## config.mk

```make
export PLATFORM = sky130hd
export DESIGN_NAME = div_issue_ctrl_flat
export DESIGN_NICKNAME = d
export VERILOG_FILES = /design/src/rtl/div_issue_ctrl_if.sv /design/src/rtl/div_issue_ctrl.sv /design/src/flat_wrapper.sv
export SDC_FILE = /design/constraint.sdc
export NUM_CORES = 1
export LEC_CHECK = 0
export BUFFER_PORTS_ARGS = -buffer_cell sky130_fd_sc_hd__buf_2
export CELL_PAD_IN_SITES_DETAIL_PLACEMENT = 2
export CELL_PAD_IN_SITES_GLOBAL_PLACEMENT = 2
export CORE_MARGIN = 2
export CORE_UTILIZATION = 30
export DETAILED_ROUTE_END_ITERATION = 16
export PLACE_DENSITY = 0.87
export SLEW_MARGIN = 20
export SYNTH_ARGS = -nofsm -noshare
export SYNTH_HDL_FRONTEND = slang
export SYNTH_SLANG_ARGS = --single-unit
```

## constraint.sdc

```tcl
create_clock -name clk -period 2.5 [get_ports clk]
set_input_delay 0.5 -clock clk [delete_from_list [all_inputs] [get_ports clk]]
set_output_delay 0.5 -clock clk [all_outputs]
set_load 0.05 [all_outputs]
```

## src/rtl/div_issue_ctrl_if.sv

```systemverilog
// Request, divider and result signals of div_issue_ctrl grouped as one bundle.
// The slave view is the controller; the master view is its environment.
interface div_issue_ctrl_if #(
    parameter int WIDTH = 4
);
    logic                   in_valid;
    logic                   in_ready;
    logic [2*WIDTH-1:0]     in_dividend;
    logic [WIDTH-1:0]       in_divisor;
    logic                   div_din_valid;
    logic [2*WIDTH-1:0]     div_dividend;
    logic [WIDTH-1:0]       div_divisor;
    logic [2*WIDTH-1:0]     div_quotient;
    logic [WIDTH-1:0]       div_remainder;
    logic                   out_valid;
    logic                   out_ready;
    logic [2*WIDTH-1:0]     out_quotient;
    logic [WIDTH-1:0]       out_remainder;
    logic                   out_div_by_zero;
    logic                   busy;

    modport slave (
        input  in_valid, in_dividend, in_divisor,
        input  div_quotient, div_remainder,
        input  out_ready,
        output in_ready, div_din_valid, div_dividend, div_divisor,
        output out_valid, out_quotient, out_remainder, out_div_by_zero, busy
    );

    modport master (
        output in_valid, in_dividend, in_divisor,
        output div_quotient, div_remainder,
        output out_ready,
        input  in_ready, div_din_valid, div_dividend, div_divisor,
        input  out_valid, out_quotient, out_remainder, out_div_by_zero, busy
    );
endinterface

```

## src/rtl/div_issue_ctrl.sv

```systemverilog
// Front-end for the multi-cycle restoring divider: accepts one request, filters
// divide-by-zero, pulses start, waits LATENCY cycles and holds the result.
module div_issue_ctrl #(
    parameter int WIDTH   = 4,
    parameter int LATENCY = 10
) (
    input  logic              clk,
    input  logic              rst,
    div_issue_ctrl_if.slave   bus
);
    localparam int         QW    = 2 * WIDTH;
    localparam logic [7:0] LAT_C = 8'(LATENCY);

    typedef enum logic [1:0] {
        ST_IDLE  = 2'd0,
        ST_ISSUE = 2'd1,
        ST_WAIT  = 2'd2,
        ST_DONE  = 2'd3
    } state_t;

    state_t            state_r;
    state_t            state_next_s;
    logic [7:0]        cnt_r;
    logic [7:0]        cnt_next_s;
    logic              accept_s;
    logic              zero_div_s;
    logic              capture_s;
    logic              release_s;

    logic              in_ready_r;
    logic              busy_r;
    logic              din_valid_r;
    logic [QW-1:0]     dividend_r;
    logic [WIDTH-1:0]  divisor_r;
    logic              out_valid_r;
    logic [QW-1:0]     quotient_r;
    logic [WIDTH-1:0]  remainder_r;
    logic              dbz_r;

    // Next-state and event decode for the issue/wait/hold sequence
    always_comb begin
        state_next_s = state_r;
        cnt_next_s   = cnt_r;
        accept_s     = 1'b0;
        zero_div_s   = 1'b0;
        capture_s    = 1'b0;
        release_s    = 1'b0;
        case (state_r)
            ST_IDLE: begin
                if (bus.in_valid) begin
                    accept_s = 1'b1;
                    if (bus.in_divisor == {WIDTH{1'b0}}) begin
                        zero_div_s   = 1'b1;
                        state_next_s = ST_DONE;
                    end else begin
                        state_next_s = ST_ISSUE;
                    end
                end else begin
                    state_next_s = ST_IDLE;
                end
            end
            ST_ISSUE: begin
                cnt_next_s   = LAT_C;
                state_next_s = ST_WAIT;
            end
            ST_WAIT: begin
                // The edge seeing cnt_r == 1 is the one where divider outputs are final
                if (cnt_r == 8'd1) begin
                    capture_s    = 1'b1;
                    cnt_next_s   = 8'd0;
                    state_next_s = ST_DONE;
                end else begin
                    cnt_next_s   = cnt_r - 8'd1;
                    state_next_s = ST_WAIT;
                end
            end
            ST_DONE: begin
                if (bus.out_ready) begin
                    release_s    = 1'b1;
                    state_next_s = ST_IDLE;
                end else begin
                    state_next_s = ST_DONE;
                end
            end
            default: begin
                cnt_next_s   = 8'd0;
                state_next_s = ST_IDLE;
            end
        endcase
    end

    // State and latency counter registers
    always_ff @(posedge clk) begin
        if (rst) begin
            state_r <= ST_IDLE;
            cnt_r   <= 8'd0;
        end else begin
            state_r <= state_next_s;
            cnt_r   <= cnt_next_s;
        end
    end

    // Registered handshake flags, divider operands and held result
    always_ff @(posedge clk) begin
        if (rst) begin
            in_ready_r  <= 1'b1;
            busy_r      <= 1'b0;
            din_valid_r <= 1'b0;
            dividend_r  <= {QW{1'b0}};
            divisor_r   <= {WIDTH{1'b0}};
            out_valid_r <= 1'b0;
            quotient_r  <= {QW{1'b0}};
            remainder_r <= {WIDTH{1'b0}};
            dbz_r       <= 1'b0;
        end else begin
            in_ready_r  <= (state_next_s == ST_IDLE);
            busy_r      <= (state_next_s != ST_IDLE);
            din_valid_r <= (state_next_s == ST_ISSUE);
            if (accept_s) begin
                dividend_r <= bus.in_dividend;
                divisor_r  <= bus.in_divisor;
            end
            if (zero_div_s) begin
                quotient_r  <= {QW{1'b1}};
                remainder_r <= bus.in_dividend[WIDTH-1:0];
                dbz_r       <= 1'b1;
                out_valid_r <= 1'b1;
            end else if (capture_s) begin
                quotient_r  <= bus.div_quotient;
                remainder_r <= bus.div_remainder;
                dbz_r       <= 1'b0;
                out_valid_r <= 1'b1;
            end else if (release_s) begin
                out_valid_r <= 1'b0;
            end
        end
    end

    assign bus.in_ready        = in_ready_r;
    assign bus.busy            = busy_r;
    assign bus.div_din_valid   = din_valid_r;
    assign bus.div_dividend    = dividend_r;
    assign bus.div_divisor     = divisor_r;
    assign bus.out_valid       = out_valid_r;
    assign bus.out_quotient    = quotient_r;
    assign bus.out_remainder   = remainder_r;
    assign bus.out_div_by_zero = dbz_r;
endmodule

```

## src/flat_wrapper.sv

```systemverilog
// flat-port wrapper written by rule: the top's interface ports become plain ports
module div_issue_ctrl_flat 
#(
    parameter int WIDTH   = 4,
    parameter int LATENCY = 10
)
  (clk, rst, bus_in_valid, bus_in_dividend, bus_in_divisor, bus_div_quotient, bus_div_remainder, bus_out_ready, bus_in_ready, bus_div_din_valid, bus_div_dividend, bus_div_divisor, bus_out_valid, bus_out_quotient, bus_out_remainder, bus_out_div_by_zero, bus_busy);
  div_issue_ctrl_if #(.WIDTH(WIDTH)) bus_i ();
  input  logic clk;
  input  logic rst;
  input wire logic [$bits(bus_i.in_valid)-1:0] bus_in_valid;
  input wire logic [$bits(bus_i.in_dividend)-1:0] bus_in_dividend;
  input wire logic [$bits(bus_i.in_divisor)-1:0] bus_in_divisor;
  input wire logic [$bits(bus_i.div_quotient)-1:0] bus_div_quotient;
  input wire logic [$bits(bus_i.div_remainder)-1:0] bus_div_remainder;
  input wire logic [$bits(bus_i.out_ready)-1:0] bus_out_ready;
  output wire logic [$bits(bus_i.in_ready)-1:0] bus_in_ready;
  output wire logic [$bits(bus_i.div_din_valid)-1:0] bus_div_din_valid;
  output wire logic [$bits(bus_i.div_dividend)-1:0] bus_div_dividend;
  output wire logic [$bits(bus_i.div_divisor)-1:0] bus_div_divisor;
  output wire logic [$bits(bus_i.out_valid)-1:0] bus_out_valid;
  output wire logic [$bits(bus_i.out_quotient)-1:0] bus_out_quotient;
  output wire logic [$bits(bus_i.out_remainder)-1:0] bus_out_remainder;
  output wire logic [$bits(bus_i.out_div_by_zero)-1:0] bus_out_div_by_zero;
  output wire logic [$bits(bus_i.busy)-1:0] bus_busy;
  assign bus_i.in_valid = bus_in_valid;
  assign bus_i.in_dividend = bus_in_dividend;
  assign bus_i.in_divisor = bus_in_divisor;
  assign bus_i.div_quotient = bus_div_quotient;
  assign bus_i.div_remainder = bus_div_remainder;
  assign bus_i.out_ready = bus_out_ready;
  assign bus_in_ready = bus_i.in_ready;
  assign bus_div_din_valid = bus_i.div_din_valid;
  assign bus_div_dividend = bus_i.div_dividend;
  assign bus_div_divisor = bus_i.div_divisor;
  assign bus_out_valid = bus_i.out_valid;
  assign bus_out_quotient = bus_i.out_quotient;
  assign bus_out_remainder = bus_i.out_remainder;
  assign bus_out_div_by_zero = bus_i.out_div_by_zero;
  assign bus_busy = bus_i.busy;
  div_issue_ctrl #(.WIDTH(WIDTH), .LATENCY(LATENCY)) u_core (.clk(clk), .rst(rst), .bus(bus_i));
endmodule
```

Word level (Yosys, flattened, before mapping). Index checks and enable logic that the tools add are counted.

Add/subtract/negate cells: 1. Eq/ne operators: 5. Multiplexer cells: 25. Reductions and logical operators: 7.

Operators by type and width (count): 8-bit two-way mux (3); 8-bit one-hot mux with 2 select lines (1); 1-bit two-way mux (15); 8-bit by 1-bit == test with 1-bit output, second input constant (1); 4-bit two-way mux (2); 2-bit one-hot mux with 4 select lines (1); 8-bit by 1-bit subtractor with 8-bit output, second input constant (1); 2-bit two-way mux (3); 2-bit nonzero test (3); 2-bit by 1-bit == test with 1-bit output, second input constant (2); 2-bit == test, second input constant (2); 2-bit zero test (2); 4-bit zero test (1); 3-bit nonzero test (1).

Register bits: 39. Input port bits: 28. Output and inout port bits: 29. Logic and storage cells: 49.

Logic depth before layout (Yosys ltp).
Depth after elaboration: 5. Depth in mapped cells: 7. Gate-level depth less buffers: 6.

Worst setup path before layout. OpenSTA, ideal clock, no wires.

Kind: register to register. From: reg u_core.state_r[1]. To: reg u_core.cnt_r[6]. Setup time: 0.129 ns. Arrival: 1.479 ns. Data required time: 2.371 ns. Path slack: 0.892 ns. Cell stages (with the launch flop): 8. Path buffers: 1. Period minus slack after synthesis: 1.608 ns. Cells stage by stage: dfxtp_1 > inv_1 > ha_1 > buf_2 > nand2_1 > nor4b_1 > xnor2_1 > nor2_1.

Longest elaborated chain between the ends: 2. Elaborated cells on any way between the ends: 4. Classes of those cells: eq/ne (2); mux (1); reduce/logical (1).

RTL lines: start: declaration (line div_issue_ctrl.sv:21) `state_t state_r;`; start signal: assignment (line div_issue_ctrl.sv:98) `state_r <= state_next_s;`; 2-bit == test / 2-bit by 1-bit == test with 1-bit output (equally long branches) (line div_issue_ctrl.sv:48) `case (state_r)`; 8-bit one-hot mux with 2 select lines / 2-bit nonzero test (equally long branches); end signal: assignment (line div_issue_ctrl.sv:99) `cnt_r <= cnt_next_s;`; end: declaration (line div_issue_ctrl.sv:23) `logic [7:0] cnt_r;`.

Several ways; a longest one is shown, not always the timed one. A chain may end at the register's enable or synchronous reset.

Worst setup path in the final report.
From: reg u_core.state_r[1]. To: reg u_core.remainder_r[2], in the netlist u_core.bus.out_remainder[2].

Longest elaborated chain between the ends: 3. Elaborated cells on any way between the ends: 6. Classes of those cells: eq/ne (1); mux (3); reduce/logical (2).

RTL lines: 2-bit == test / 2-bit zero test (equally long branches) (line div_issue_ctrl.sv:48); 1-bit two-way mux (line div_issue_ctrl.sv:48); 2-bit nonzero test (no source line) / 4-bit two-way mux (equally long branches); end signal: assignment (line div_issue_ctrl.sv:113) `remainder_r <= {WIDTH{1'b0}};`; end signal: assignment (line div_issue_ctrl.sv:125) `remainder_r <= bus.in_dividend[WIDTH-1:0];`; end signal: assignment (line div_issue_ctrl.sv:130) `remainder_r <= bus.div_remainder;`; end: declaration (line div_issue_ctrl.sv:37) `logic [WIDTH-1:0] remainder_r;`.

Several ways; a longest one is shown, not always the timed one.

==> qor.yml <==
sta:
  finalHoldViolations: 0
  period_minus_slack_ns: 1.957
  hold_ws_ns: 0.4535
  fin_skew_ns: 0.006908
  slew_violations: 0
  relSlewSlack_pct: 57.10
  max_freq_mhz: 511.0
  worstMarginPinSlew_ns: 0.6435
  setup_tns_ns: 0
  setup_viol: 0
  rsz0062_at_grt: "no"
  period_share_pct: 78.28
yosys:
  synthFlopType: "dfxtp_1"
  synth_cell_types: 31
  synth_top_area_cell: "dfxtp_1"
  syn_area_um2: 1623
  syn_area_per_cell_um2: 9.220
  synth_edf_count: 0
  seq_area_frac_synth_pct: 48.11
  yosysTopAreaCellShare_pct: 48.11
  synth_nets: 210
  ys_ff_latch: 39
  netlist_instances: 176
  synthTopCellsByArea: "dfxtp_1 (48%), a21oi_1 (7.4%), mux2i_1 (7.4%), nand2_1 (7.2%), ha_1 (4.6%)"
  yosysWarnings: 0
  async_flop_share_pct: 0
critical_path:
  end_kind: "flip-flop"
  reg2reg_depth: 7
  start_kind: "flip-flop"
  crit_slowest_cell: "nand2_1"
  cp_max_fo: 18
  path_cells: "inv_1 -> ha_1 -> and2_0 -> buf_4 -> nand2_1 -> nor2_1 -> a211oi_1"
  startpoint: "u_core.state_r[1]"
  path_class: "reg2reg"
  r2r-end: "u_core.bus.out_remainder[2]"
  max_stage_delay_ns: 0.45
  required_ns: 2.70
  worst-path-buf-inv: 2
  rr_startpoint: "u_core.state_r[1]"
  crit_family: "simple AND/OR/NAND/NOR gates"
  cp.arrival_ns: 2.15
  rrSetupSlack_ns: 0.54
cells_and_area:
  drive_gt1_share_pct: 30.17
  register_area_um2: 780.7
  nFillCells: 600
  multi_input_area_um2: 773.2
  layout_common_cells: "buf_2 (56), dfxtp_1 (39), nand2_1 (31)"
  area_growth_pct: 27.76
  layout_commonest_cell: "buf_2"
  nets: 265
  antenna_cells: 0
grt:
  grt_max_degree: 35
  grt_pass1_wl_mm: 7.617
  grt_pass1_vias: 1613
  overflow: 0
  antenna_found_initial: 0
  grtUsageTotal_pct: 15.69
floorplanning:
  die_h_um: 77.55
  rows: 26
  io_pins: 57
  dieArea_um2: 6014
  die_w_um: 77.55
  core_um2: 5172
  start_util_pct: 31.37
routing:
  drtAntennaViolNets: 0
  drt_iter0_drc: 48
  drc_errors: 0
  wl_per_cell_um: 14.57
  dr.pass1.iters: 2
  vias: 1439
  wirelength_mm: 4.401
  vias_per_cell: 4.765
place:
  place_congestion: 0.7117
  port-buffer-count: 56
  hpwl_mm: 3.240
power:
  ir_worst_vdd_mv: 0.3183
  leakage_nw: 0.9928
  powerDensity_nw_per_um2: 930.8
clock_tree:
  cts_root_buf: "clkbuf_8"
  insertion_delay_ns: 0.29
  cts_tree: "built"
  clkTransAtPathRegs_ns: 0.08
  cts_buffers: 5
  htreeDepth: 2
  clock-sinks: 39
  cts_setup_buffers: 0
  cts_hold_buf: 0
  cts_buffer_depth: 2
  cts_resized: 0
hold_path:
  hold_class: "in2reg"
  worstHoldEndpoint: "u_core.bus.div_dividend[7]"
  whs_path_depth: 3
  min_from: "bus_in_dividend[7]"
run:
  maxCapViolations: 0
run_status:
  status: "complete, no violations"
-- synthesized netlist by cell type, types with 3 or more instances --
library cell  number
a211oi_1           5
a21oi_1           24
a31oi_1            3
clkbuf_1           7
dfxtp_1           39
ha_1               6
inv_1              7
mux2i_1           12
nand2_1           31
nor2_1            17
xnor2_1            3
xor2_1             3
-- report_power, final --
| part | leakage (nW) | internal (W) | switching (W) | total [W] |
|---|---|---|---|---|
| clock | 0.0612 | 0.000323 | 0.000224 | 0.000547 |
| sequential | 0.319 | 0.000707 | 0.0000849 | 0.000792 |
| combinational | 0.613 | 0.000201 | 0.000389 | 0.000591 |
-- worst reg2reg max path, cell delays in order (launching register included) --
cell and delay, ns:
dfxtp_1 0.42, inv_1 0.10, ha_1 0.21, and2_0 0.15, buf_4 0.18, nand2_1 0.45
nor2_1 0.11, a211oi_1 0.24
-- worst max path at each step --
stage	end	slack [ns]	cells after the start
after floorplan	u_core.cnt_r[6]	0.89	7
after global placement	u_core.bus.out_remainder[3]	0.60	5
after detailed placement	u_core.bus.out_remainder[0]	0.47	4
after CTS	u_core.bus.out_remainder[2]	0.52	7
after global routing	u_core.bus.out_remainder[2]	0.36	7
final	u_core.bus.out_remainder[2]	0.54	7
-- per-layer routing --
metal / track usage [%] / part of all wire, % / vias to the layer above
met5: 0 / 0 / -
met1: 17.47 / 42 / 689
met3: 5.349 / 7.0 / 5
met4: 3.750 / 0.61 / 0
li1: - / - / 707
met2: 28.61 / 51 / 38
-- sequential cells by signal, summed over array words and instances, names as in the netlist --
| signal | count |
|---|---|
| u_core.bus.div_divisor | 4 |
| u_core.bus.out_quotient | 8 |
| u_core.state_r | 2 |
| u_core.bus.in_ready | 1 |
| u_core.bus.div_dividend | 8 |
| u_core.bus.out_remainder | 4 |
| u_core.bus.out_div_by_zero | 1 |
| u_core.cnt_r | 8 |
| u_core.bus.out_valid | 1 |
| u_core.bus.div_din_valid | 1 |
| u_core.bus.busy | 1 |
-- cells by family after synthesis --
group           share of synthesized area (%)
flops                                   48.11
fa+ha+maj                               4.626
buf+inv                                 4.241
xor+xnor                                3.239
mux                                     7.402
compound gates                          14.42
simple gates                            17.97
-- layout make-up --
type | count | share of cell area (%)
sequential | 39 | 37.66
multi-input combinational | 121 | 37.30
timing repair buffer | 57 | 13.88
tap | 70 | 4.224
clock buffer | 6 | 3.983
clock inverter | 2 | 1.690
inverter | 7 | 1.267
-- per-stage QoR --
step                      worst slack (ns)  utilization [%]  cell area [µm²]  power (W)  cells
final                               0.5430            40.08             2073   0.001930    302
after global routing                0.3609            40.08             2073   0.002057    302
after CTS                           0.5158            40.08             2073   0.001964    302
after detailed placement            0.4698            37.81             1956   0.001400    294
after global placement              0.5994            37.81             1956   0.001369    294
after floorplan                     0.8916                -             1623   0.001240    176
(Power assumes the default switching activity.)
